**config.mk**
```make
export PLATFORM = sky130hd
export DESIGN_NAME = logic_tile_config_loader
export DESIGN_NICKNAME = d
export VERILOG_FILES = /design/src/rtl/logic_tile_config_loader_pkg.sv /design/src/rtl/config_word_serializer.sv /design/src/rtl/logic_tile_config_loader.sv
export SDC_FILE = /design/constraint.sdc
export NUM_CORES = 1
export LEC_CHECK = 0
export BUFFER_PORTS_ARGS = -buffer_cell sky130_fd_sc_hd__buf_4
export CORE_MARGIN = 2
export CORE_UTILIZATION = 57
export DETAILED_ROUTE_END_ITERATION = 16
export GPL_ROUTABILITY_DRIVEN = 0
export PLACE_DENSITY = 0.8
export SKIP_CTS_REPAIR_TIMING = 1
export SLEW_MARGIN = 0
export SYNTH_ARGS = -nofsm -noshare
export SYNTH_HDL_FRONTEND = slang
export SYNTH_HIERARCHICAL = 1
export SYNTH_SLANG_ARGS = --single-unit
```
**constraint.sdc**
```tcl
create_clock -name clock -period 2.3 [get_ports clock]
set_input_delay 0.23 -clock clock [delete_from_list [all_inputs] [get_ports clock]]
set_output_delay 0.23 -clock clock [all_outputs]
set_load 0.02 [all_outputs]
```
**src/rtl/logic_tile_config_loader_pkg.sv**
```systemverilog
// Shared types and sizing helpers for the logic-tile configuration loader.
package kfpga_config_pkg;

  typedef enum logic [2:0] {IDLE, LOAD, SHIFT, FLUSH, DONE} loader_state_t;

  function automatic int slices_of(input int word_width, input int chains);
    return word_width / chains;
  endfunction

  function automatic int words_of(input int chain_length, input int word_width, input int chains);
    return (chain_length + slices_of(word_width, chains) - 1) / slices_of(word_width, chains);
  endfunction

  function automatic int last_slices_of(input int chain_length, input int word_width, input int chains);
    return chain_length - (words_of(chain_length, word_width, chains) - 1) * slices_of(word_width, chains);
  endfunction

  function automatic int count_width(input int n);
    return (n > 1) ? $clog2(n) : 1;
  endfunction

endpackage

```
**src/rtl/config_word_serializer.sv**
```systemverilog
// Word register, slice counter and readback capture for one config word.
module config_word_serializer
  import kfpga_config_pkg::*;
#(
  parameter int CHAINS      = 2,
  parameter int WORD_WIDTH  = 32,
  parameter int SLICES      = 16,
  parameter int LAST_SLICES = 2
) (
  input  logic                  clock,
  input  logic                  reset,
  input  logic                  load,
  input  logic                  shift,
  input  logic                  last_word,
  input  logic [WORD_WIDTH-1:0] data,
  input  logic [CHAINS-1:0]     tail,
  output logic [CHAINS-1:0]     head,
  output logic                  slice_end,
  output logic [WORD_WIDTH-1:0] captured
);

  localparam int SCW = count_width(SLICES);
  localparam logic [SCW-1:0] FULL_END = SCW'(SLICES - 1);
  localparam logic [SCW-1:0] LAST_END = SCW'(LAST_SLICES - 1);

  logic [WORD_WIDTH-1:0] word_reg;
  logic [WORD_WIDTH-1:0] capture;
  logic [SCW-1:0]        slice_cnt;

  assign head      = word_reg[CHAINS-1:0];
  assign slice_end = (slice_cnt == (last_word ? LAST_END : FULL_END));

  // Capture is cleared on load, so slices beyond the last used one read back as zero.
  always_comb begin
    captured = capture;
    for (int s = 0; s < SLICES; s++)
      if (slice_cnt == SCW'(s)) captured[s*CHAINS +: CHAINS] = tail;
  end

  always_ff @(posedge clock) begin
    if (reset) begin
      word_reg  <= '0;
      capture   <= '0;
      slice_cnt <= '0;
    end else if (load) begin
      word_reg  <= data;
      capture   <= '0;
      slice_cnt <= '0;
    end else if (shift) begin
      word_reg  <= word_reg >> CHAINS;
      capture   <= captured;
      slice_cnt <= slice_cnt + 1'b1;
    end
  end

endmodule

```
**src/rtl/logic_tile_config_loader.sv**
```systemverilog
// Streams config words into parallel logic-tile shift chains and returns the
// displaced chain contents as a readback word stream.
module logic_tile_config_loader
  import kfpga_config_pkg::*;
#(
  parameter int CHAINS       = 2,
  parameter int CHAIN_LENGTH = 146,
  parameter int WORD_WIDTH   = 32
) (
  input  logic                  clock,
  input  logic                  reset,
  input  logic                  start,
  output logic                  busy,
  output logic                  done,
  input  logic [WORD_WIDTH-1:0] wr_data,
  input  logic                  wr_valid,
  output logic                  wr_ready,
  output logic [WORD_WIDTH-1:0] rd_data,
  output logic                  rd_valid,
  input  logic                  rd_ready,
  output logic                  cfg_enable,
  output logic [CHAINS-1:0]     cfg_data_in,
  input  logic [CHAINS-1:0]     cfg_data_out
);

  localparam int SLICES      = slices_of(WORD_WIDTH, CHAINS);
  localparam int WORDS       = words_of(CHAIN_LENGTH, WORD_WIDTH, CHAINS);
  localparam int LAST_SLICES = last_slices_of(CHAIN_LENGTH, WORD_WIDTH, CHAINS);
  localparam int WCW         = count_width(WORDS);
  localparam logic [WCW-1:0] LAST_WORD = WCW'(WORDS - 1);

  if (WORD_WIDTH % CHAINS != 0) begin : g_width_check
    $error("WORD_WIDTH must be a multiple of CHAINS");
  end

  loader_state_t         state, state_next;
  logic [WCW-1:0]        word_cnt;
  logic                  last_word;
  logic                  load;
  logic                  slice_end;
  logic [WORD_WIDTH-1:0] captured;

  assign last_word = (word_cnt == LAST_WORD);
  assign load      = wr_valid && wr_ready;

  config_word_serializer #(
    .CHAINS      (CHAINS),
    .WORD_WIDTH  (WORD_WIDTH),
    .SLICES      (SLICES),
    .LAST_SLICES (LAST_SLICES)
  ) u_serializer (
    .clock     (clock),
    .reset     (reset),
    .load      (load),
    .shift     (cfg_enable),
    .last_word (last_word),
    .data      (wr_data),
    .tail      (cfg_data_out),
    .head      (cfg_data_in),
    .slice_end (slice_end),
    .captured  (captured)
  );

  always_comb begin
    state_next = state;
    busy       = 1'b0;
    done       = 1'b0;
    wr_ready   = 1'b0;
    cfg_enable = 1'b0;
    case (state)
      IDLE: if (start) state_next = LOAD;
      LOAD: begin
        busy = 1'b1;
        // A new word may only start once the previous readback slot is free.
        wr_ready = !rd_valid || rd_ready;
        if (wr_valid && wr_ready) state_next = SHIFT;
      end
      SHIFT: begin
        busy       = 1'b1;
        cfg_enable = 1'b1;
        if (slice_end) state_next = last_word ? FLUSH : LOAD;
      end
      FLUSH: begin
        busy = 1'b1;
        if (!rd_valid) state_next = DONE;
      end
      DONE: begin
        done       = 1'b1;
        state_next = IDLE;
      end
      default: state_next = IDLE;
    endcase
  end

  always_ff @(posedge clock) begin
    if (reset) begin
      state    <= IDLE;
      word_cnt <= '0;
      rd_data  <= '0;
      rd_valid <= 1'b0;
    end else begin
      state <= state_next;
      if (state == IDLE && start)    word_cnt <= '0;
      else if (cfg_enable && slice_end) word_cnt <= word_cnt + 1'b1;
      if (cfg_enable && slice_end) begin
        rd_data  <= captured;
        rd_valid <= 1'b1;
      end else if (rd_valid && rd_ready) begin
        rd_valid <= 1'b0;
      end
    end
  end

endmodule
```
=== Word-level counts from Yosys, hierarchy flattened ===
Cells that the tools add are included.

* Input port bits: 39
* Bits in read-only memories: 0
* Latch bits: 0
* Output and inout port bits: 39
* Memories kept: 0
* Word-level logic and storage cells: 80
* RAM bits: 0
* Flip-flop bits (word level): 108

* Bitwise logic cells: 0
* $lt $le $gt $ge: 0
* Mux-type cells: 31
* $add $sub $neg: 2
* Equality and inequality tests: 25
* Reduce and logical (&&, ||, !) cells: 15
* Divide/modulo/power cells: 0
* $mul: 0
* Shifts and indexed selects: 0

{| class="wikitable"
|+ Operators with widths
! cell !! count
|-
| $mux W32 || 2
|-
| $eq A4 B4 Y1 const B || 9
|-
| $mux W2 || 17
|-
| $eq A4 B3 Y1 const B || 4
|-
| $mux W3 || 4
|-
| $pmux W3 S4 || 1
|-
| $add A4 B1 Y4 const B || 2
|-
| $eq A4 B2 Y1 const B || 2
|-
| $ne A2 B2 Y1 const B || 4
|-
| $eq A3 B2 Y1 const B || 2
|-
| $mux W1 || 6
|-
| $logic_and A1 B1 Y1 || 5
|-
| $eq A4 B1 Y1 const B || 1
|-
| $eq A4 B4 Y1 || 1
|-
| $logic_not A4 Y1 || 1
|-
| $mux W4 || 1
|-
| $reduce_and A4 Y1 || 1
|-
| $reduce_bool A2 Y1 || 2
|-
| $reduce_or A2 Y1 || 2
|-
| $eq A3 B1 Y1 const B || 1
|-
| $eq A3 B3 Y1 const B || 1
|-
| $logic_not A3 Y1 || 1
|-
| $reduce_or A3 Y1 || 1
|-
| $logic_not A1 Y1 || 1
|-
| $logic_or A1 B1 Y1 || 1
|}

=== Logic depth before layout (Yosys ltp) ===
* Depth in word-level cells: 5
* Gate-level depth with buffers: 10
* Depth with buffers taken out: 8

=== By module ===
The synthesis kept the hierarchy.

{| class="wikitable"
|+ By module, submodules not included
! module !! instances !! cells an instance !! seq. area each (µm²) !! area each (µm²)
|-
| config_word_serializer || 1 || 357 || 1,361.3 || 3,752.3
|-
| logic_tile_config_loader || 1 || 192 || 800.8 || 1,545.2
|}

=== Worst setup path after synthesis ===
Ideal clock, no wire load.

* Kind: flip-flop to flip-flop
* From: reg word_cnt[0]
* To: reg word_cnt[3]
* Cell stages (with the launch flop): 9
* Arrival: 2,005 ps
* Library setup time: 70 ps
* Path buffers: 1
* Clock period less this slack: 2,075 ps
* Setup slack: 225 ps
* Data required time: 2,230 ps
* Cell sequence: dfxtp_1 -> ha_1 -> and3b_1 -> or4b_1 -> a21oi_1 -> nand4bb_1 -> buf_2 -> or3_1 -> a21oi_1

* Word-level cells in the longest chain between the ends: 4
* Elaborated cells on any way between the ends: 5
* Those cells by class: add/sub (1); eq/ne (2); mux (1); reduce/logical (1)

{| class="wikitable"
|+ RTL lines
! what !! line !! RTL
|-
| start, declared || logic_tile_config_loader.sv:37 || <nowiki>logic [WCW-1:0] word_cnt;</nowiki>
|-
| start signal, assigned || logic_tile_config_loader.sv:104 || <nowiki>else if (cfg_enable && slice_end) word_cnt <= word_cnt + 1'b1;</nowiki>
|-
| $eq A4 B4 Y1 || logic_tile_config_loader.sv:43 || <nowiki>assign last_word = (word_cnt == LAST_WORD);</nowiki>
|-
| net last_word || logic_tile_config_loader.sv:38 || <nowiki>logic last_word;</nowiki>
|-
| $mux W4 || config_word_serializer.sv:31 || <nowiki>assign slice_end = (slice_cnt == (last_word ? LAST_END : FULL_END));</nowiki>
|-
| $eq A4 B4 Y1 || config_word_serializer.sv:31 ||
|-
| net slice_end || logic_tile_config_loader.sv:40 || <nowiki>logic slice_end;</nowiki>
|-
| $logic_and A1 B1 Y1 || logic_tile_config_loader.sv:104 ||
|}

The timed path passes the listed nets, and every way through them passes these cells.
A chain may end at the register's enable or synchronous reset.

=== Worst setup path in the final report ===
* From: reg word_cnt[1]
* To: reg word_cnt[3]

Same word-level chain as after synthesis.

==> flow_metrics.tcl <==
set metrics [dict create \
    status "finished clean" \
    p_clk_share_pct 32.6 \
    ant_nets 0 \
    avgSynthCellArea_um2 9.65 \
    clkSinkCount 108 \
    ys_warn_count 6 \
    hold_slack_ps 114 \
    route.detailed.drc 0 \
    netlist_area_um2 5300 \
    final_cell_count_no_fill 720 \
    timing.final.ws_setup_ps 9.52 \
    hold_viol 0 \
    grt_remaining_overflow 0 \
    wl_um 12400 \
    use_met2_pct 40.6 \
    grtUsageTotal_pct 24.0 \
    total_power_uw 3580 \
    rows 35 \
    cts_tree "done" \
    worst_pin_slew_ps 413 \
    htreeDepth 3 \
    syn_inst 549 \
    grt_max_degree 42 \
    diodes 0 \
    gr-max-usage-layer "met2" \
    met3_usage_pct 4.67 \
    die-area_um2 10100 \
    ys_ff_latch 108 \
    final.min_clock_period_ps 2290 \
    port-buffer-count 77 \
    critPathRequiredTime_ps 2600 \
    dp_cells 702 \
    combPwrFrac_pct 12.6 \
    vias_per_cell 5.94 \
    cts_buffer_depth 2 \
    fmax_mhz 437 \
    max-vdd-ir-drop_v 0.000293 \
    syn2layout_area_growth_pct 17.2 \
    antenna_found_initial 0 \
    synthDistinctLibCells 40 \
    crit_path_end_kind "flip-flop" \
    fin_skew_ps 12.0 \
    synthesis.nets 594 \
    p_seq_share_pct 54.8 \
    synth_edf_count 0 \
    async_flop_share_pct 0 \
    die_w_um 100 \
    grt_pass1_vias 4266 \
    p_sw_uw 918 \
    via_count 4274 \
    initial_core_util_pct 58.2 \
    use_met1_pct 31.4 \
    critPathKind "flip-flop to flip-flop" \
    io-pin-count 78 \
    dp_slack_ps -2.04 \
    maxSlewHeadroom_pct 72.5 \
    core_um2 9110 \
    synthFlopType "dfxtp_1" \
    maxCapViolations 0 \
    grt_pass1_wl_um 19600 \
    yosysSeqAreaShare_pct 40.8 \
    powerDensity_nw_per_um2 577 \
    drtIter0Drc 218 \
    nets 650 \
    clk_latency_ps 370 \
    rsz0062_at_grt "true" \
    power_leakage_uw 0.00248 \
    clk_pin_slew_worst_paths_ps 100 \
    cts_buffers 9 \
    fin_crit_sh_pct 99.6 \
    dpl.hpwl_um 7820 \
    drt_pass1_iterations 5 \
    setup_violations 0 \
    clockRootBuffer "clkbuf_8" \
    crit_path_max_fanout 6 \
    cp-start-kind "flip-flop" \
    switching_share_pct 25.6 \
    hp-class "input port to flip-flop" \
    die_h_um 100 \
    avgRoutedWirePerCell_um 17.2 \
    drive_gt1_share_pct 29.4 \
    critical_path_arrival_ps 2590 \
    drv_slew 0 \
    cellInternalPower_uw 2670 \
]
[synthesized netlist by cell type (all sizes together), types with 8 or more instances]
cell / n / area share, %
dfxtp: 108 / 41
nand2: 67 / 4.7
mux2i: 63 / 12
a21oi: 40 / 3.8
or3b: 36 / 6.0
mux2: 34 / 7.2
buf: 32 / 4.2
a211oi: 31 / 4.4
nor2b: 30 / 3.5
clkbuf: 23 / 1.6
nand3b: 11 / 1.6
nor2: 9 / 0.64
nand4b: 8 / 1.3
[through the flow]
step	util, %	area, um2	setup TNS, ps
finish	68.2	6210	0
global route	68.2	6210	-347
CTS	66.8	6080	-15.6
detailed placement	64.6	5890	-2.04
global placement	64.6	5890	0
floorplan	-	5300	0
[worst max-delay path, stage by stage (launching register included)]
cell and delay, ps:
dfxtp_2 350, inv_1 50, ha_1 140, and3b_2 210, or4b_4 480, a21oi_4 250, nand4bb_4 220, or3_4 380
a21oi_2 140
[logic make-up after synthesis]
group,count (synthesis),synth area share [%]
compound gates,78,9.07
xor+xnor,2,0.331
fa+ha+maj,6,1.42
buf+inv,61,6.28
flops,108,40.8
mux,97,19.1
simple gates,197,23.0
[area by class of cell]
cell class | count | area [um2]
clock buffer | 10 | 138
clock inverter | 5 | 60.1
fill | 731 | 2900
inverter | 6 | 22.5
multi-input combinational | 380 | 2860
sequential | 108 | 2160
tap | 111 | 139
timing repair buffer | 100 | 827
[power by group through the flow]
stage	clock network, uW	logic, uW	registers, uW
after floorplan	0	314	1990
after global placement	0	427	2000
after detailed placement	0	439	2010
after CTS	1190	441	1960
after global routing	1250	491	1970
final	1170	451	1960
[cell usage in the layout, fill, tap and decap left out, drive strengths merged, types with 2 or more instances in the layout]
master	n
nand3	5
or4bb	2
nand4	5
or3b	36
nand3b	11
nor3	3
o21ai	4
nand2b	2
clkinv	2
inv	7
xnor2	2
clkbuf	12
nand4b	8
nor2b	30
a21oi	40
nor2	9
or3	2
mux2i	63
dfxtp	108
mux2	34
ha	6
buf	98
nor3b	7
nand4bb	3
nand2	67
a211oi	31
[path summary, 6_finish.rpt]
check / from / endpoint / slack (ps) / cells after the start
max: word_cnt[1] / word_cnt[3] / 10 / 8
min: wr_data[30] / u_serializer/word_reg[30] / 110 / 3
max reg2reg: word_cnt[1] / word_cnt[3] / 10 / 8
min reg2reg: rd_data[11] / rd_data[11] / 460 / 2
[per-layer routing]
metal / part of all wire, % / vias to the layer above
li1: - / 2052
met1: 45 / 2080
met2: 50 / 126
met3: 4.6 / 16
met4: 1.0 / 0
met5: 0 / -
Power figures use the tool's default switching activity.
